==> config.mk <==
export PLATFORM = sky130hd
export DESIGN_NAME = match_controller
export DESIGN_NICKNAME = d
export VERILOG_FILES = /design/src/rtl/match_controller.sv
export SDC_FILE = /design/constraint.sdc
export NUM_CORES = 1
export LEC_CHECK = 0
export ABC_AREA = 0
export CORE_MARGIN = 2
export CORE_UTILIZATION = 35
export CTS_BUF_LIST = sky130_fd_sc_hd__clkbuf_4 sky130_fd_sc_hd__clkbuf_8 sky130_fd_sc_hd__clkbuf_16
export DETAILED_ROUTE_END_ITERATION = 12
export GPL_TIMING_DRIVEN = 0
export PLACE_DENSITY_LB_ADDON = 0.1
export SKIP_LAST_GASP = 1
export SYNTH_ARGS = -nofsm -noshare
export SYNTH_HDL_FRONTEND = slang
export SYNTH_SLANG_ARGS = --single-unit
==> constraint.sdc <==
create_clock -name clk -period 3.7 [get_ports clk]
set_clock_uncertainty 0.05 [all_clocks]
set_input_delay 0.555 -clock clk [delete_from_list [all_inputs] [get_ports clk]]
set_output_delay 0.555 -clock clk [all_outputs]
set_load 0.005 [all_outputs]
==> src/rtl/match_controller.sv <==
// match_controller: match FSM, countdown timer, scores and ball gating.
// Optional overtime state is enabled by defining MATCH_CONTROLLER_OVERTIME_EN.
//
// Ports:
//   clk, rst (async, active-high)
//   btn_n[NUM_BUTTONS] : active-low start buttons (pre-synchronised)
//   blue_goal, red_goal : single-cycle goal pulses from the ball controller
//   state       : 0 IDLE, 1 PLAY, 2 PAUSE, 3 OVERTIME, 4 OVER
//   time_left   : seconds remaining
//   blue_score, red_score : saturating team scores
//   ball_enable : ball may move
//   ball_reset  : one-cycle re-serve pulse
//   game_over   : high in OVER
//   winner      : 0 none/draw, 1 blue, 2 red (valid with game_over)
// All outputs are registered.

module match_controller #(
  parameter int CLK_HZ            = 50000000,
  parameter int MATCH_SECONDS     = 180,
  parameter int TIME_WIDTH        = 8,
  parameter int NUM_BUTTONS       = 8,
  parameter int SCORE_WIDTH       = 7,
  parameter int WIN_SCORE         = 0,
  parameter int GOAL_PAUSE_CYCLES = 100000000
) (
  input  logic                   clk,
  input  logic                   rst,
  input  logic [NUM_BUTTONS-1:0] btn_n,
  input  logic                   blue_goal,
  input  logic                   red_goal,
  output logic [2:0]             state,
  output logic [TIME_WIDTH-1:0]  time_left,
  output logic [SCORE_WIDTH-1:0] blue_score,
  output logic [SCORE_WIDTH-1:0] red_score,
  output logic                   ball_enable,
  output logic                   ball_reset,
  output logic                   game_over,
  output logic [1:0]             winner
);

  localparam int PW = (CLK_HZ > 1) ? $clog2(CLK_HZ) : 1;
  localparam int CW = (GOAL_PAUSE_CYCLES > 1) ?
                      $clog2(GOAL_PAUSE_CYCLES) : 1;

  localparam logic [2:0] S_IDLE  = 3'd0;
  localparam logic [2:0] S_PLAY  = 3'd1;
  localparam logic [2:0] S_PAUSE = 3'd2;
  localparam logic [2:0] S_OT    = 3'd3;
  localparam logic [2:0] S_OVER  = 3'd4;

  localparam logic [1:0] W_NONE = 2'd0;
  localparam logic [1:0] W_BLUE = 2'd1;
  localparam logic [1:0] W_RED  = 2'd2;

  localparam logic [PW-1:0] PRESC_LAST = PW'(CLK_HZ - 1);
  localparam logic [CW-1:0] PAUSE_LAST =
    CW'(GOAL_PAUSE_CYCLES - 1);
  localparam logic [TIME_WIDTH-1:0] TIME_INIT =
    TIME_WIDTH'(MATCH_SECONDS);
  localparam logic [TIME_WIDTH-1:0] TIME_ONE = TIME_WIDTH'(1);
  localparam logic [SCORE_WIDTH-1:0] SCORE_MAX = '1;
  localparam logic [SCORE_WIDTH-1:0] SCORE_ONE = SCORE_WIDTH'(1);

  // One extra bit so a WIN_SCORE above the saturation value
  // is never reached instead of aliasing to a small score.
  localparam logic [SCORE_WIDTH:0] WIN_TGT =
    (SCORE_WIDTH + 1)'(WIN_SCORE);
  localparam logic WIN_ON = (WIN_SCORE != 0);

  // Registered state
  logic [2:0]             state_q, state_d;
  logic [TIME_WIDTH-1:0]  time_q, time_d;
  logic [SCORE_WIDTH-1:0] blue_q, blue_d;
  logic [SCORE_WIDTH-1:0] red_q, red_d;
  logic [PW-1:0]          presc_q, presc_d;
  logic [CW-1:0]          pause_q, pause_d;
  logic                   ball_enable_q, ball_enable_d;
  logic                   ball_reset_q, ball_reset_d;
  logic                   game_over_q, game_over_d;
  logic [1:0]             winner_q, winner_d;

  // Shared combinational terms
  logic                   start;
  logic                   tick;
  logic                   final_tick;
  logic                   goal_any;
  logic [SCORE_WIDTH-1:0] blue_inc, red_inc;
  logic [SCORE_WIDTH-1:0] blue_nx, red_nx;
  logic                   blue_win, red_win, win_any;
  logic [1:0]             win_code;
  logic [1:0]             expiry_code;

  assign start      = ~(&btn_n);
  assign tick       = (presc_q == PRESC_LAST);
  assign final_tick = tick && (time_q == TIME_ONE);
  assign goal_any   = blue_goal || red_goal;

  assign blue_inc = (blue_q == SCORE_MAX) ?
                    blue_q : blue_q + SCORE_ONE;
  assign red_inc  = (red_q == SCORE_MAX) ?
                    red_q : red_q + SCORE_ONE;

  // Scores after this cycle's goals, used by both the
  // win check and the expiry comparison.
  assign blue_nx = blue_goal ? blue_inc : blue_q;
  assign red_nx  = red_goal ? red_inc : red_q;

  assign blue_win = WIN_ON && blue_goal &&
                    ({1'b0, blue_nx} >= WIN_TGT);
  assign red_win  = WIN_ON && red_goal &&
                    ({1'b0, red_nx} >= WIN_TGT);
  assign win_any  = blue_win || red_win;

  always_comb begin
    win_code = W_NONE;
    if (blue_win && !red_win) win_code = W_BLUE;
    if (red_win && !blue_win) win_code = W_RED;
  end

  always_comb begin
    expiry_code = W_NONE;
    if (blue_nx > red_nx) expiry_code = W_BLUE;
    if (red_nx > blue_nx) expiry_code = W_RED;
  end

  // State register
  always_ff @(posedge clk or posedge rst) begin
    if (rst) begin
      state_q       <= S_IDLE;
      time_q        <= TIME_INIT;
      blue_q        <= '0;
      red_q         <= '0;
      presc_q       <= '0;
      pause_q       <= '0;
      ball_enable_q <= 1'b0;
      ball_reset_q  <= 1'b0;
      game_over_q   <= 1'b0;
      winner_q      <= W_NONE;
    end else begin
      state_q       <= state_d;
      time_q        <= time_d;
      blue_q        <= blue_d;
      red_q         <= red_d;
      presc_q       <= presc_d;
      pause_q       <= pause_d;
      ball_enable_q <= ball_enable_d;
      ball_reset_q  <= ball_reset_d;
      game_over_q   <= game_over_d;
      winner_q      <= winner_d;
    end
  end

  // Next-state logic
  always_comb begin
    state_d      = state_q;
    time_d       = time_q;
    blue_d       = blue_q;
    red_d        = red_q;
    presc_d      = presc_q;
    pause_d      = pause_q;
    winner_d     = winner_q;
    ball_reset_d = 1'b0;

    unique case (state_q)
      S_IDLE: begin
        if (start) begin
          state_d      = S_PLAY;
          presc_d      = '0;
          ball_reset_d = 1'b1;
        end
      end

      S_PLAY: begin
        blue_d = blue_nx;
        red_d  = red_nx;
        if (win_any) begin
          state_d  = S_OVER;
          winner_d = win_code;
        end else if (final_tick) begin
          // Goal already folded into the scores above,
          // so expiry sees the updated totals.
          time_d  = '0;
          presc_d = '0;
          if (expiry_code != W_NONE) begin
            state_d  = S_OVER;
            winner_d = expiry_code;
          end else begin
`ifdef MATCH_CONTROLLER_OVERTIME_EN
            state_d  = S_OT;
`else
            state_d  = S_OVER;
`endif
            winner_d = W_NONE;
          end
        end else if (goal_any) begin
          // Timer and prescaler hold their value through
          // the pause, including a tick that lands here.
          state_d = S_PAUSE;
          pause_d = '0;
        end else if (tick) begin
          presc_d = '0;
          if (time_q != '0) time_d = time_q - TIME_ONE;
        end else begin
          presc_d = presc_q + PW'(1);
        end
      end

      S_PAUSE: begin
        if (pause_q == PAUSE_LAST) begin
          state_d      = S_PLAY;
          pause_d      = '0;
          ball_reset_d = 1'b1;
        end else begin
          pause_d = pause_q + CW'(1);
        end
      end

      S_OT: begin
`ifdef MATCH_CONTROLLER_OVERTIME_EN
        blue_d = blue_nx;
        red_d  = red_nx;
        if (win_any) begin
          state_d  = S_OVER;
          winner_d = win_code;
        end else if (blue_goal && red_goal) begin
          // Double goal keeps the tie; re-serve.
          ball_reset_d = 1'b1;
        end else if (blue_goal) begin
          state_d  = S_OVER;
          winner_d = W_BLUE;
        end else if (red_goal) begin
          state_d  = S_OVER;
          winner_d = W_RED;
        end
`else
        state_d = S_IDLE;
`endif
      end

      S_OVER: begin
        state_d = S_OVER;
      end

      default: begin
        state_d = S_IDLE;
      end
    endcase
  end

  // Output logic, registered alongside the state
  always_comb begin
    ball_enable_d = (state_d == S_PLAY) ||
                    (state_d == S_OT);
    game_over_d   = (state_d == S_OVER);
  end

  assign state       = state_q;
  assign time_left   = time_q;
  assign blue_score  = blue_q;
  assign red_score   = red_q;
  assign ball_enable = ball_enable_q;
  assign ball_reset  = ball_reset_q;
  assign game_over   = game_over_q;
  assign winner      = winner_q;

endmodule

== Yosys cells after proc, flatten, opt, wreduce, memory -nomap -nowiden ==
Index checks and enable logic that the tools add are counted.
Word-level totals
  logic and storage cells: 76
  output and inout bits: 30
  register bits: 83
  input port bits: 12
Operators by class
  muxes and demuxes: 28
  equal/unequal tests: 16
  add/subtract/negate cells: 5
  order comparisons: 2
  reduce and logical (&&, ||, !) cells: 15
Operators with widths (count)
  $mux 26: 4
  $mux 27: 3
  $pmux 27 s2: 1
  $pmux 26 s2: 1
  $mux 8: 4
  $mux 7: 4
  $add 27x1->27 const B: 1
  $eq 27x27->1 const B: 1
  $add 26x1->26 const B: 1
  $eq 26x26->1 const B: 1
  $add 7x1->7 const B: 2
  $eq 7x7->1 const B: 2
  $gt 7x7->1: 2
  $mux 3: 4
  $pmux 3 s4: 1
  $reduce_bool 2->1: 5
  $eq 8x1->1 const B: 1
  $ne 2x2->1 const B: 4
  $reduce_and 8->1: 1
  $reduce_bool 8->1: 1
  $sub 8x1->8 const B: 1
  $eq 3x1->1 const B: 2
  $eq 3x2->1 const B: 2
  $eq 3x3->1 const B: 2
  other kinds (10): 15

== Depth between registers and ports, before layout ==
Gate-level depths: netlist of run 1.
  depth in word-level cells: 8
  gate-level depth with buffers: 13
  mapped depth without buffers: 13

== Worst setup path after synthesis of run 1 ==
Ideal clock, no wire load.
  kind: reg2reg
  start: register time_q[3] (netlist: time_left[3])
  end: register time_q[4] (netlist: time_left[4])
  buffers on the path: 0
  slack: 1.287 ns
  stages on the path, launching flop included: 6
  library setup time: 0.085 ns
  period minus slack after synthesis: 2.413 ns
  data arrival time: 2.278 ns
  required time: 3.565 ns
  path through: dfrtp_1 -> or4_4 -> or3_1 -> a211o_1 -> or4_1 -> mux2_1
On the way
  longest elaborated chain between the ends: 5
  elaborated cells between the ends (all ways): 12
  classes of those cells: 1 x add/sub; 2 x eq/ne; 4 x mux; 5 x reduce/logical
RTL lines
  start, declared: RTL line 72  | logic [TIME_WIDTH-1:0] time_q, time_d;
  start signal, assigned: RTL line 141  | time_q <= time_d;
  $sub 8x1->8: RTL line 202  | if (time_q != '0) time_d = time_q - TIME_ONE;
  $mux 8: RTL line 202
  $mux 8: RTL line 200  | end else if (tick) begin
  $mux 8: RTL line 195  | end else if (goal_any) begin
  $mux 8: RTL line 179  | end else if (final_tick) begin
Several ways; a longest one is shown, not always the timed one. The select of a mux whose other input is x is not followed.
A chain may end at the register's enable or synchronous reset.

== Final worst setup path of run 1 ==
  start: register state_q[1] (netlist: state[1])
  end: register presc_q[24]
On the way
  longest elaborated chain between the ends: 3
  elaborated cells between the ends (all ways): 7
  classes of those cells: 3 x eq/ne; 1 x mux; 3 x reduce/logical
RTL lines
  start, declared: RTL line 71  | logic [2:0] state_q, state_d;
  start signal, assigned: RTL line 140  | state_q <= state_d;
  $eq 3x1->1 or $logic_not 3->1 (tied branches): RTL line 164  | unique case (state_q)
  $ne 3x3->1 (no source line), or another cell as far along
  $reduce_and 3->1 (no source line)
  end signal, assigned: RTL line 144  | presc_q <= presc_d;
  end, declared: RTL line 75  | logic [PW-1:0] presc_q, presc_d;
Several ways; a longest one is shown, not always the timed one.

==> results of run 1 <==
-- how the worst max path moves through the flow --
stage               startpoint           to  slack, ps  depth (start not counted)
finish                state[1]  presc_q[24]        530                         10
global route          state[1]  presc_q[16]        260                         10
CTS                   state[1]  presc_q[24]        520                         10
detailed placement    state[1]  presc_q[24]        530                         10
global placement           rst  pause_q[18]       -610                          2
floorplan                  rst  ball_enable        960                          1
-- through the flow --
step                      util [%]  power (mW)  hold slack [ps]  setup WS, ps  setup TNS, ps
after floorplan                  -      0.9437            392.9         964.8              0
after global placement       40.26      0.9645            427.1        -606.3         -47310
after detailed placement     40.49      0.9686            432.4         530.7              0
after CTS                    42.80       1.913            439.9         522.8              0
after global routing         42.80       1.951            453.0         255.4              0
final                        42.80       1.885            439.4         533.1              0
-- registers in the layout (all words and copies together) (netlist names) --
name / flops
game_over: 1
winner: 2
red_score: 7
blue_score: 7
pause_q: 27
time_left: 8
state: 3
ball_reset: 1
presc_q: 26
ball_enable: 1
-- where the power goes --
| part | total [mW] | leakage, nW | switching (mW) | internal [mW] |
|---|---|---|---|---|
| clock network | 0.935 | 0.146 | 0.379 | 0.556 |
| registers | 0.908 | 1.07 | 0 | 0.908 |
| logic | 0.0425 | 1.10 | 0.0264 | 0.0161 |
| total | 1.88 | 2.32 | 0.405 | 1.48 |
-- cell type report --
class | instances | area [um2]
Fill cell | 1305 | 7515
Multi-Input combinational cell | 411 | 2457
Sequential cell | 83 | 2082
Timing Repair Buffer | 42 | 437.9
Clock buffer | 12 | 254.0
Tap cell | 176 | 220.2
Buffer | 18 | 70.07
Inverter | 13 | 51.30
Clock inverter | 4 | 50.05
-- cells in the final DEF, fill, tap and decap left out, drive strengths merged, types with 9 or more instances in the layout --
master / count
dfrtp: 79
o21ai: 75
nand2: 56
clkdlybuf4s50: 41
nor2: 34
clkbuf: 28
nand3: 27
a21oi: 26
nand4: 25
o31ai: 16
and3: 13
a31oi: 13
ha: 13
inv: 13
or4: 13
xor2: 12
or3: 10
and2: 9
-- cells by family after synthesis --
| group | count (synthesis) | synth area share [%] |
|---|---|---|
| multiplexers | 7 | 1.638 |
| buffers and inverters | 31 | 2.552 |
| flip-flops | 83 | 44.70 |
| adder cells (fa/ha/maj) | 13 | 3.492 |
| AO/OA/AOI/OAI | 154 | 19.45 |
| XOR/XNOR | 18 | 3.384 |
| AND/OR/NAND/NOR | 219 | 24.79 |
-- per-layer routing --
layer / global-route usage (%) / vias up / share of wire, %
li1: - / 2066 / -
met1: 23.16 / 2025 / 47
met2: 28.95 / 67 / 48
met3: 3.209 / 15 / 3.1
met4: 7.279 / 0 / 2.2
met5: 0 / - / 0
==> flow_summary.rst, run 1 <==
.. list-table::
   :header-rows: 1

   * - Metric
     - Value
   * - Maximum single-stage delay on the critical path
     - 590 ps
   * - Critical path arrival
     - 3370 ps
   * - Library cell with the largest summed area after synthesis
     - dfrtp_1
   * - H-tree levels
     - 3
   * - Nature of the critical path startpoint
     - flip-flop
   * - Type of the tightest min-delay check
     - flip-flop to flip-flop
   * - Clock-pin slew of the registers on the worst-case setup and hold paths
     - 60 ps
   * - R2r worst-path depth
     - 10
   * - Area of the die
     - 14250 um2
   * - Die Span X
     - 119.4 um
   * - Minimum clock period
     - 3167 ps
   * - Maximum number of pins on one net before global-route repair
     - 63
   * - Number of setup violations in the final report
     - 0
   * - Via count of the first global-routing pass
     - 4025
   * - Sequential cell area fraction in the yosys report
     - 44.70%
   * - Synth Net Count
     - 550
   * - Skew-Pair Late Insertion Delay
     - 350 ps
   * - End point of the worst hold path
     - presc_q[15]
   * - Post-route cell area
     - 5623 um2
   * - Max-cap violations
     - 0
   * - Hold path startpoint
     - presc_q[15]
   * - Final routed wirelength across all metal layers
     - 11920 um
   * - Unrepaired setup endpoints after global routing
     - false
   * - Number of standard-cell rows in the floorplan
     - 42
   * - Crit Path Max Fanout
     - 10
   * - Status
     - completed
   * - Sinks on Clock Net
     - 83
   * - Mapped Area
     - 4658 um2
   * - Remaining routing DRC violations
     - 0
   * - Worst setup slack for register-to-register paths
     - 530 ps
   * - Top-count cell post-synth
     - dfrtp_1
   * - Crit path required time
     - 3900 ps
   * - Unique masters post-synth
     - 43
   * - Highest Clock Rate
     - 0.3158 GHz
   * - Category of the critical setup timing path
     - flip-flop to flip-flop
   * - WL/cell
     - 15.70 um
   * - Total core area
     - 13140 um2
   * - Async S/R FF share, synth
     - 100.0%
   * - Clock buffers created by TritonCTS
     - 9
   * - Count of state elements after synthesis
     - 83
   * - Count of antenna diodes in the layout
     - 0
   * - Number of antenna violations at the first check in global routing
     - 0
   * - Least-Margin Pin Slew
     - 790.8 ps
   * - Signed area change from the synthesized netlist to the final layout
     - 20.71%
   * - Yosys Warn Count
     - 0
   * - Max_slew headroom
     - 46.59%
   * - Overall die height
     - 119.4 um
   * - Starting utilization of the core area
     - 35.46%
   * - Beginning of the worst register-to-register path
     - state[1]
   * - Fin nets
     - 603
   * - Setup fix buffers added after clock tree synthesis
     - 0
   * - Kind of cell with the highest combined delay on the critical path
     - buffers and inverters
   * - Cells after synthesis
     - 525
   * - Resized Gates After CTS
     - 0
   * - Global-route wire length before repair
     - 20200 um
   * - Largest buffer count on any clock path
     - 2
   * - Number of optimization iterations in the first detailed-route pass
     - 4
   * - Routed vias
     - 4173
   * - Most area-consuming cells after synthesis
     - dfrtp_1, o21ai_0, nand2_1
   * - Pins over their slew limit
     - 0
   * - Mean cell area of the mapped netlist
     - 8.873 um2
   * - Critical-path cell with the highest stage delay
     - nor2_1
   * - Half-perimeter wire length after detailed placement
     - 8520 um
   * - Most frequent cells after synthesis
     - dfrtp_1, o21ai_0, nand2_1, nor2_1, nand3_1
   * - All-Layer GR Usage
     - 17.70%
   * - Number of DRC markers in iteration 0
     - 199
   * - Hold Crit Depth
     - 1
   * - Overflow left after global routing
     - 0
   * - Area share of the largest cell type after synthesis
     - 42.44%
   * - Bufs and invs on worst path
     - 4
   * - Kind of end point of the critical path
     - flip-flop
   * - GPL Wtd Cong
     - 0.8241
   * - Cell Count, Final, Fillers Out
     - 759
   * - Cell repeated most along the worst path
     - clkbuf_1
   * - Placed Cells incl. Taps
     - 743
   * - Maximum VDD drop
     - 0.0002263 V
   * - IO buf count
     - 41
   * - Leak pwr
     - 2.315 nW
   * - Post-DR vias/cell
     - 5.498
   * - Instance area after placement
     - 5319 um2
   * - Flip-flop cell with the highest count after synthesis
     - dfrtp_1
   * - Critical R2R Capture
     - presc_q[24]
   * - Final Hold Viols
     - 0
   * - Master cell of the clock root buffer
     - clkbuf_16
   * - Cells traversed along the worst timing path
     - clkbuf_1 -> nor2_1 -> nand2_1 -> clkbuf_1 -> a21o_1 -> clkbuf_1 -> nor2_1 -> clkbuf_1 -> nand2_1 -> o31ai_1
   * - CTS tree
     - built
   * - Share of the cycle needed by the critical path after routing
     - 85.59%
   * - Antenna Violating Nets Remaining
     - 0
   * - Total of hold buffers inserted after clock tree synthesis
     - 0
   * - Post-synth EDFFs
     - 0
   * - Fraction of layout instances using a drive strength above 1
     - 6.346%
   * - Areal power density over the cells
     - 335.2 nW/um2
   * - Top-level I/O count
     - 42
(Power assumes the default switching activity.)
==> inputs of run 2 (changes only) <==
PLACE_DENSITY_LB_ADDON = 0.08   (was 0.1)
==> flow_summary.rst, run 2 (synthesis results as in run 1) <==
.. list-table::
   :header-rows: 1

   * - Metric
     - Value
   * - Status
     - completed
   * - Kind of cell with the highest combined delay on the critical path
     - buffers and inverters
   * - Master cell of the clock root buffer
     - clkbuf_16
   * - Top-level I/O count
     - 42
   * - Pins over their slew limit
     - 0
   * - Unrepaired setup endpoints after global routing
     - false
   * - Signed area change from the synthesized netlist to the final layout
     - 21.22%
   * - Maximum number of pins on one net before global-route repair
     - 68
   * - Max-cap violations
     - 0
   * - Largest reg by FF count
     - pause_q
   * - Cells traversed along the worst timing path
     - clkbuf_1 -> nor2_1 -> nand2_1 -> clkbuf_1 -> a21o_1 -> clkbuf_1 -> nor2_1 -> clkbuf_1 -> nand2_1 -> o31ai_1
   * - Number of optimization iterations in the first detailed-route pass
     - 4
   * - Type of the tightest min-delay check
     - flip-flop to flip-flop
   * - Crit path required time
     - 3910 ps
   * - Minimum clock period
     - 3106 ps
   * - Count of antenna diodes in the layout
     - 0
   * - Crit Path Max Fanout
     - 10
   * - Global-route wire length before repair
     - 19990 um
   * - IO buf count
     - 41
   * - GPL Wtd Cong
     - 0.8154
   * - Post-DR vias/cell
     - 5.437
   * - Placed Cells incl. Taps
     - 743
   * - Min setup slack post-route
     - 594.2 ps
   * - Areal power density over the cells
     - 344.4 nW/um2
   * - Highest Clock Rate
     - 0.3220 GHz
   * - Bufs and invs on worst path
     - 4
   * - Overflow left after global routing
     - 0
   * - Sinks on Clock Net
     - 83
   * - Cell Count, Final, Fillers Out
     - 759
   * - Resized Gates After CTS
     - 0
   * - WL/cell
     - 15.63 um
   * - Die Span X
     - 119.4 um
   * - Share of the cycle needed by the critical path after routing
     - 83.94%
   * - Clock-pin slew of the registers on the worst-case setup and hold paths
     - 60 ps
   * - Overall die height
     - 119.4 um
   * - Antenna Violating Nets Remaining
     - 0
   * - Cell repeated most along the worst path
     - clkbuf_1
   * - Kind of end point of the critical path
     - flip-flop
   * - Fraction of layout instances using a drive strength above 1
     - 6.346%
   * - Via count of the first global-routing pass
     - 4017
   * - Category of the critical setup timing path
     - flip-flop to flip-flop
   * - Most frequent cells in the layout
     - dfrtp_1, o21ai_0, nand2_1
   * - Leak pwr
     - 2.335 nW
   * - Skew-Pair Late Insertion Delay
     - 350 ps
   * - H-tree levels
     - 3
   * - Critical-path cell with the highest stage delay
     - nor2_1
   * - Total of hold buffers inserted after clock tree synthesis
     - 0
   * - All-Layer GR Usage
     - 17.47%
   * - Largest buffer count on any clock path
     - 2
   * - Setup Slack @ Placement
     - 616.2 ps
   * - Half-perimeter wire length after detailed placement
     - 8395 um
   * - Number of DRC markers in iteration 0
     - 257
   * - Max_slew headroom
     - 47.91%
   * - Maximum single-stage delay on the critical path
     - 580 ps
   * - Number of standard-cell rows in the floorplan
     - 42
   * - Instance area after placement
     - 5319 um2
   * - Setup fix buffers added after clock tree synthesis
     - 0
   * - Post-route cell area
     - 5647 um2
   * - Number of flip-flops under the largest register name
     - 27
   * - Area of the die
     - 14250 um2
   * - CTS tree
     - built
   * - Total core area
     - 13140 um2
   * - Critical path arrival
     - 3310 ps
   * - Remaining routing DRC violations
     - 0
   * - Number of setup violations in the final report
     - 0
   * - Number of antenna violations at the first check in global routing
     - 0
   * - Post-route worst hold slack
     - 434.7 ps
   * - Starting utilization of the core area
     - 35.46%
   * - Nature of the critical path startpoint
     - flip-flop
   * - Least-Margin Pin Slew
     - 771.1 ps
   * - Final routed wirelength across all metal layers
     - 11860 um
   * - Maximum VDD drop
     - 0.0001802 V
   * - Final TNS setup
     - 0 ps
   * - Routed vias
     - 4127
   * - Final Hold Viols
     - 0
   * - Most common cell after layout, fill and taps aside
     - dfrtp_1
   * - Fin nets
     - 603
   * - Clock buffers created by TritonCTS
     - 9
## run 2: changes by cell type in the layout (fill, tap and decap cells not counted), sizes merged
cell      previous run  this run
clkinv               1         3
clkbuf              28        27
bufinv               1         2
clkinvlp             2         0
## run 2: final timing paths
| path | startpoint | endpoint | slack, ps | cells past startpoint |
|---|---|---|---|---|
| min in group asynchronous | rst | presc_q[10] | 440 | 2 |
| min | winner[1] | winner[1] | 430 | 2 |
| max reg2reg | state[1] | presc_q[24] | 590 | 10 |
| min reg2reg | winner[1] | winner[1] | 430 | 2 |
| max | state[1] | presc_q[24] | 590 | 10 |
| max in group asynchronous | rst | time_left[5] | 2520 | 3 |
## run 2: area by class of cell
type | count | area [um2]
Fill cell | 1337 | 7491
Multi-Input combinational cell | 411 | 2457
Sequential cell | 83 | 2082
Timing Repair Buffer | 42 | 437.9
Clock buffer | 11 | 252.7
Tap cell | 176 | 220.2
Clock inverter | 5 | 75.07
Buffer | 18 | 70.07
Inverter | 13 | 51.30
## run 2: worst reg2reg max path, cell delays in order (launching register included)
cell and delay, ps:
dfrtp_1 380, clkbuf_1 180, nor2_1 160, nand2_1 110, clkbuf_1 290, a21o_1 240, clkbuf_1 210, nor2_1 580
clkbuf_1 460, nand2_1 140, o31ai_1 220
## run 2: metrics by stage
| step | total power [mW] | util, % |
|---|---|---|
| final | 1.945 | 42.98 |
| after global routing | 2.019 | 42.98 |
| after CTS | 1.973 | 42.98 |
| after detailed placement | 0.9690 | 40.49 |
| after global placement | 0.9642 | 40.26 |
| after floorplan | 0.9437 | - |
## run 2: report_power, final
group | leakage [nW] | internal, mW | switching (mW)
sequential | 1.07 | 0.908 | 0
clock | 0.165 | 0.624 | 0.370
combinational | 1.10 | 0.0161 | 0.0263
## run 2: metal layers
| layer | track usage (%) | vias to the layer above | part of all wire [%] |
|---|---|---|---|
| met2 | 29.27 | 40 | 49 |
| li1 | - | 2068 | - |
| met1 | 22.65 | 2004 | 48 |
| met4 | 6.324 | 0 | 1.5 |
| met3 | 3.113 | 15 | 2.2 |
| met5 | 0 | - | 0 |
==> inputs of run 3 (changes only) <==
clock period = 3.1 ns   (was 3.7 ns; I/O delays follow)
==> flow_summary.rst, run 3 (synthesis results as in run 1) <==
.. list-table::
   :header-rows: 1

   * - Metric
     - Value
   * - Post-DR vias/cell
     - 5.437
   * - Via count of the first global-routing pass
     - 4017
   * - All-Layer GR Usage
     - 17.47%
   * - Count of antenna diodes in the layout
     - 0
   * - Min setup slack post-route
     - 308.2 ps
   * - Number of standard-cell rows in the floorplan
     - 42
   * - Area of the die
     - 14250 um2
   * - Setup Slack @ Placement
     - 16.23 ps
   * - Top-level I/O count
     - 42
   * - Max-cap violations
     - 0
   * - Critical-path cell with the highest stage delay
     - clkbuf_1
   * - Maximum single-stage delay on the critical path
     - 470 ps
   * - Die Span X
     - 119.4 um
   * - Post-route cell area
     - 5663 um2
   * - Largest buffer count on any clock path
     - 2
   * - Skew-Pair Late Insertion Delay
     - 350 ps
   * - Kind of cell with the highest combined delay on the critical path
     - buffers and inverters
   * - Largest reg by FF count
     - pause_q
   * - CTS tree
     - built
   * - Maximum number of pins on one net before global-route repair
     - 68
   * - Number of DRC markers in iteration 0
     - 218
   * - GPL Wtd Cong
     - 0.8154
   * - Number of flip-flops under the largest register name
     - 27
   * - Remaining routing DRC violations
     - 0
   * - Share of the cycle needed by the critical path after routing
     - 90.06%
   * - Cells traversed along the worst timing path
     - clkbuf_1 -> nor2_1 -> nand2_1 -> clkbuf_1 -> a21o_1 -> clkbuf_1 -> clkbuf_1 -> a31oi_1 -> o21ai_0 -> o21ai_0
   * - Nature of the critical path startpoint
     - flip-flop
   * - Final TNS setup
     - 0 ps
   * - Highest Clock Rate
     - 0.3582 GHz
   * - Total of hold buffers inserted after clock tree synthesis
     - 0
   * - Pins over their slew limit
     - 0
   * - Max_slew headroom
     - 47.86%
   * - Category of the critical setup timing path
     - flip-flop to flip-flop
   * - Total power consumption of the routed design
     - 2.323 mW
   * - Most frequent cells in the layout
     - dfrtp_1, o21ai_0, nand2_1
   * - Overflow left after global routing
     - 0
   * - Starting utilization of the core area
     - 35.46%
   * - Cell Count, Final, Fillers Out
     - 759
   * - Number of optimization iterations in the first detailed-route pass
     - 4
   * - Placed Cells incl. Taps
     - 743
   * - Crit Path Max Fanout
     - 10
   * - Routed vias
     - 4127
   * - Crit path required time
     - 3280 ps
   * - Beginning of the worst register-to-register path
     - state[1]
   * - Type of the tightest min-delay check
     - input port to async pin
   * - Number of setup violations in the final report
     - 0
   * - WL/cell
     - 15.60 um
   * - Most common cell after layout, fill and taps aside
     - dfrtp_1
   * - Worst Setup SP
     - state[1]
   * - Global-route wire length before repair
     - 19990 um
   * - Clock buffers created by TritonCTS
     - 9
   * - Cell repeated most along the worst path
     - clkbuf_1
   * - Final Hold Viols
     - 0
   * - Final routed wirelength across all metal layers
     - 11840 um
   * - H-tree levels
     - 3
   * - Unrepaired setup endpoints after global routing
     - false
   * - Sinks on Clock Net
     - 83
   * - Kind of end point of the critical path
     - flip-flop
   * - Minimum clock period
     - 2792 ps
   * - Leak pwr
     - 2.341 nW
   * - Areal power density over the cells
     - 410.3 nW/um2
   * - Critical path arrival
     - 2970 ps
   * - Bufs and invs on worst path
     - 4
   * - Least-Margin Pin Slew
     - 778.4 ps
   * - Total core area
     - 13140 um2
   * - Fraction of layout instances using a drive strength above 1
     - 7.204%
   * - Half-perimeter wire length after detailed placement
     - 8395 um
   * - Clock-pin slew of the registers on the worst-case setup and hold paths
     - 60 ps
   * - Signed area change from the synthesized netlist to the final layout
     - 21.57%
   * - Status
     - completed
   * - Number of antenna violations at the first check in global routing
     - 0
   * - Antenna Violating Nets Remaining
     - 0
   * - IO buf count
     - 41
   * - Setup fix buffers added after clock tree synthesis
     - 0
   * - Master cell of the clock root buffer
     - clkbuf_16
   * - Maximum VDD drop
     - 0.0002150 V
   * - Fin nets
     - 603
   * - Overall die height
     - 119.4 um
   * - Instance area after placement
     - 5319 um2
==> run 3: changes by cell type in the layout (fill, tap and decap cells not counted) <==
cell,change
nand3_1,-1
nor4_2,+1
nor2_2,+1
nor4_1,-1
nand3_2,+1
clkbuf_2,+2
nor2_1,-1
clkbuf_1,-2
==> run 3: through the flow <==
step           hold WS, ps  utilization, %
2_1_floorplan        392.9               -
3_3_place_gp         420.5           40.26
3_5_place_dp         428.1           40.49
4_1_cts              357.6           43.00
5_1_grt              367.3           43.10
6_report             353.8           43.10
==> run 3: power breakdown <==
group / total [mW] / switching, mW / internal [mW]
Combinational: 0.0507 / 0.0315 / 0.0192
Sequential: 1.08 / 0 / 1.08
Clock: 1.19 / 0.444 / 0.745
==> run 3: final cells by class <==
cell class | instances | area [um2]
inverter | 13 | 51.30
multi-input combinational | 411 | 2471
clock buffer | 11 | 252.7
timing repair buffer | 42 | 437.9
clock inverter | 5 | 75.07
sequential | 83 | 2082
tap | 176 | 220.2
buffer | 18 | 72.57
fill | 1334 | 7475
==> run 3: final timing paths <==
path	to	slack (ps)	cells after the start
setup / recovery	presc_q[25]	310	10
hold / removal	presc_q[10]	350	2
setup reg to reg	presc_q[25]	310	10
hold reg to reg	winner[1]	430	2
max in group asynchronous	time_left[5]	2010	3
min in group clk	winner[1]	430	2
==> run 3: repair_timing <==
action,4_1_cts,5_1_grt
resized for setup,1,6
gates cloned,0,0
setup endpoints to repair,1,32
==> run 3: per-layer routing <==
| layer | vias to the layer above | wire [um] | track usage [%] |
|---|---|---|---|
| met3 | 14 | 302 | 3.113 |
| li1 | 2064 | - | - |
| met4 | 0 | 184 | 6.324 |
| met5 | - | 0 | 0 |
| met1 | 1991 | 5574 | 22.65 |
| met2 | 58 | 5779 | 29.27 |
==> variant 1 (flow settings as in run 3) <==
`NUM_BUTTONS`: 8 -> 12.
--- a/src/rtl/match_controller.sv
+++ b/src/rtl/match_controller.sv
@@ -20,3 +20,3 @@
   parameter int TIME_WIDTH        = 8,
-  parameter int NUM_BUTTONS       = 8,
+  parameter int NUM_BUTTONS       = 12,
   parameter int SCORE_WIDTH       = 7,
Ports: changed (resized btn_n); port bits go from 42 to 46. The function was not compared with the original's and may differ.
==> variant 1 against run 3 <==
Synthesized area rose by 3.4%. Die area rose by 3.3%. Combinational power rose by 37%. Setup slack improved by 0.051 ns. Final cell count fell by 1.1%. Count of clock-buffer cells in the layout did not move. Global-route usage rose by 0.70 points. Wire length rose by 4.6%. Utilization rose by 0.26 points. Cell area rose by 2.2%. Sequential cell count did not move. Critical path depth fell by 2. Power fell by 7.8%. Critical endpoint unchanged. Highest routed layer unchanged.
==> variant 1: results (changes against run 3) <==
[critical_path]
path_delay_family = simple AND/OR/NAND/NOR gates
crit_path_max_incr_delay_ns = 0.65  ; +0.18 ns
slowest_stage = nor4_1
r2r_end = winner[1]
r2r_start = red_score[0]
rrSetupSlack_ns = 0.40  ; +0.09 ns

[timing]
slew-limit-headroom_pct = 30.7  ; -17 points
holdWs_ns = 0.402  ; +0.0484 ns

[clock_network]
post_cts_resized = 0  ; -1

[placed_design]
dp.cells = 735  ; -1.1%
numPortBuffers = 45  ; +9.8%
placed_area_mm2 = 0.00552  ; +3.7%
post-place-ws_ns = 0.0110  ; -0.00520 ns
gp_congestion = 0.815  ; about the same
place_hpwl_um = 9150  ; +9.0%

[logic_synthesis]
synth_commonest_cells = 79 x dfrtp_1, 48 x nand2_1, 46 x nor2_1
synth_cell_types = 58  ; +35%
synth_top_area_share_pct = 41.0  ; -1.4 points
synthesis.nets = 542  ; -1.5%
synthTopCellsByArea = dfrtp_1 41%, xor2_1 5.1%, nand2_1 3.7%
synthMuxAreaShare_pct = 1.35  ; -0.29 points
synth_compound_area_share_pct = 13.6  ; -5.9 points
synth_fa_ha_area_share_pct = 3.38  ; -0.12 points
ys_seq_area_share_pct = 43.2  ; -1.5 points

[global_routing]
grt_usage_pct = 18.2  ; +0.70 points
grtUsageMet1_pct = 24.6  ; +1.9 points
grt_pass1_vias = 4083  ; +1.6%
grtUsageMet3_pct = 3.05  ; -0.059 points
grt_max_degree = 60  ; -12%
met2_usage_pct = 28.9  ; -0.38 points

[drt]
drtIter0Drc = 203  ; -6.9%
met1Wirelength_um = 5910  ; +6.1%
wl_met2_um = 5900  ; +2.1%
detail_route.wl_per_cell_um = 16.5  ; +5.7%
met3_length_um = 354  ; +17%
viasPerCell = 5.50  ; +1.2%
first_pass_iters = 5  ; +1
wirelength_um = 12400  ; +4.6%

[cells_and_area]
nFillCells = 1345  ; +0.82%
drive_gt1_share_pct = 9.39  ; +2.2 points

[power]
netSwitchingFraction_pct = 22.1  ; +1.7 points
clkPwrFrac_pct = 46.1  ; -5.1 points
leakage_nw = 2.42  ; +3.3%
irDropWorstVdd_v = 0.000226  ; +5.1%

[outcome]
status = finished, final reports clean

[variant 1: cell types whose count changed in the layout (fill, tap and decap cells not counted), sizes merged, moves of 5 or more]
| cell | run 3 | this run |
|---|---|---|
| a21oi | 26 | 21 |
| nand2 | 56 | 49 |
| o21ai | 75 | 33 |
| xnor2 | 6 | 15 |
| clkbuf | 27 | 15 |
| xor2 | 12 | 28 |
| buf | 3 | 13 |
| a31oi | 13 | 7 |
| nor2 | 34 | 47 |
| and3 | 13 | 18 |
[variant 1: power by group through the flow]
stage | combinational (W) | sequential, W | clock (W)
2_1_floorplan | 0.0000307 | 0.00110 | 0
3_3_place_gp | 0.0000664 | 0.00111 | 0
3_5_place_dp | 0.0000719 | 0.00111 | 0
4_1_cts | 0.0000723 | 0.00109 | 0.00102
5_1_grt | 0.0000784 | 0.00108 | 0.00107
6_report | 0.0000694 | 0.00109 | 0.000987
[variant 1: final cells by class]
type	instances	area [um2]	area share (%)
repair buffers	46	478	8.26
plain buffers	16	88.8	1.53
inverters	12	47.5	0.821
clock buffers	11	240	4.15
multi-input cells	402	2600	44.9
well taps	176	220	3.80
flip-flops and latches	83	2080	36.0
clock inverters	5	30.0	0.519
[variant 1: how the worst max path moves through the flow]
stage / slack (ns) / depth (start not counted) / to / from
2_1_floorplan: 0.45 / 1 / ball_enable / rst
3_3_place_gp: -1.09 / 2 / time_left[6] / rst
3_5_place_dp: 0.01 / 8 / presc_q[25] / btn_n[4]
4_1_cts: 0.34 / 9 / presc_q[6] / presc_q[0]
5_1_grt: 0.06 / 12 / winner[1] / red_score[0]
6_report: 0.36 / 8 / presc_q[25] / btn_n[4]
==> variant 2 (flow settings as in run 3) <==
Made on the original files. Reset style: synchronous (`rst`), changed in one clocked block. Comments in the files are not updated.
--- a/src/rtl/match_controller.sv
+++ b/src/rtl/match_controller.sv
@@ -126,3 +126,3 @@
   // State register
-  always_ff @(posedge clk or posedge rst) begin
+  always_ff @(posedge clk) begin
     if (rst) begin
Behaviour: differs if rst is asserted again (counterexample within 4 cycles, from zero or initial values and one cycle with rst high); with rst held inactive, the same outputs for 10 cycles.
==> variant 2 against run 3 <==
Cell area decreased by 2.1%. Setup slack got worse by 0.18 ns. Global-route usage up 0.20 points. Sequential share of layout area is 6.8 points lower. Count of clock-buffer cells in the layout increased by 3. Wire length grew 0.16%. Synthesized area down 2.5%. Sequential cell count is the same.
Power is not compared: it rests on default switching activity, and its combinational part moved more than twofold at a synthesized area within 25%.
==> variant 2: results (changes against run 3) <==
[outcome]
status = finished, final reports clean

[clock_network]
postCtsSetupBuffers = 0  ; unchanged
clk-insertion-delay-late_ns = 0.34
clockBufferDepth = 2  ; unchanged
post_cts_resized = 3  ; +2
clockRootBuffer = clkbuf_16
clk_pin_slew_ns = 0.06  ; about the same

[global_routing]
grt_first_pass_wirelength_um = 19900  ; -0.45%
grt_pass1_vias = 3914  ; -2.6%
grtUsageMet1_pct = 24.4  ; +1.7 points
antenna_found_initial = 0  ; unchanged
grtUsageMet3_pct = 3.49  ; +0.38 points
met2_usage_pct = 27.2  ; -2.1 points
grt_usage_pct = 17.7  ; +0.20 points
grt_max_degree = 13  ; -81%

[logic_synthesis]
yosys_warnings = 0  ; unchanged
synth_commonest_cells = 83 x dfxtp_1, 69 x nor2_1, 45 x a21oi_1
netlist_instances = 548  ; +4.4%
ys_seq_area_share_pct = 36.6  ; -8.1 points
synthTopCellsByArea = dfxtp_1 37%, nor2_1 5.7%, xnor2_1 5.0%
synthesis.nets = 573  ; +4.2%
synth_cell_types = 63  ; +47%
async_flop_share_pct = 0  ; -100 points
synth_flop_cell = dfxtp_1

[cells_and_area]
drive_gt1_share_pct = 7.91  ; +0.70 points
largest-register = pause_q
nets = 627  ; +4.0%
largest_register_ffs = 27  ; unchanged
nFillCells = 1295  ; -2.9%
layout.cells.non_filler = 779  ; +2.6%
multiInputGateArea_mm2 = 0.00277  ; +12%
antennaDiodeCount = 0  ; unchanged

[drt]
met1Wirelength_um = 5840  ; +4.7%
met3_length_um = 527  ; +75%
wirelength_um = 11900  ; +0.16%
wl_met2_um = 5280  ; -8.6%
vias = 4257  ; +3.1%
drtIter0Drc = 243  ; +11%
first_pass_iters = 4  ; unchanged

[critical_path]
arrival_ns = 3.19  ; +0.22 ns
worstSetupEndpoint = winner[1]
critPathMaxFanout = 6  ; -4
rrSetupSlack_ns = 0.14  ; -0.17 ns
crit_path_start = blue_goal
r2r_start = blue_score[0]
worstRegToRegCells = 12  ; +2

[power]
leakage_nw = 1.78

[placed_design]
gp_congestion = 0.832  ; +2.0%
post-place-ws_ns = -0.447  ; -0.463 ns
numPortBuffers = 40  ; -2.4%
place_hpwl_um = 8610  ; +2.6%
placed_area_mm2 = 0.00516  ; -3.1%
dp.cells = 760  ; +2.3%

[timing]
fin_crit_ns = 2.97  ; +0.176 ns
worst_pin_slew_ns = 0.747  ; -0.0316 ns
holdWs_ns = 0.407  ; +0.0528 ns

[worst_hold_path]
holdPathEnd = winner[0]
hold_depth = 2
hold_path_class = register to register

-- variant 2: logic make-up after synthesis --
group / Yosys count / share of synthesized area (%)
adders and majority gates: 13 / 3.58
DFF: 83 / 36.6
buffers and inverters: 36 / 3.17
xor gates and xnor gates: 40 / 7.72
and+or+nand+nor: 249 / 30.1
AOI/OAI and AO/OA: 123 / 17.9
muxes: 4 / 0.909
-- variant 2: critical path, stage by stage --
cell             delay [ns]
clkdlybuf4s50_1        0.65
inv_1                  0.12
a31oi_4                0.22
and4_2                 0.31
nand3_1                0.10
xor2_1                 0.16
ha_1                   0.29
nand2_1                0.07
o21ai_0                0.14
o21ai_0                0.15
or3_1                  0.37
a21oi_1                0.13
-- variant 2: final cells by class --
class	count	area share, %
Multi-Input combinational cell	429	50.0
Clock buffer	14	4.74
Buffer	23	1.76
Timing Repair Buffer	43	7.63
Sequential cell	83	30.0
Tap cell	172	3.88
Inverter	13	0.880
Clock inverter	2	1.08
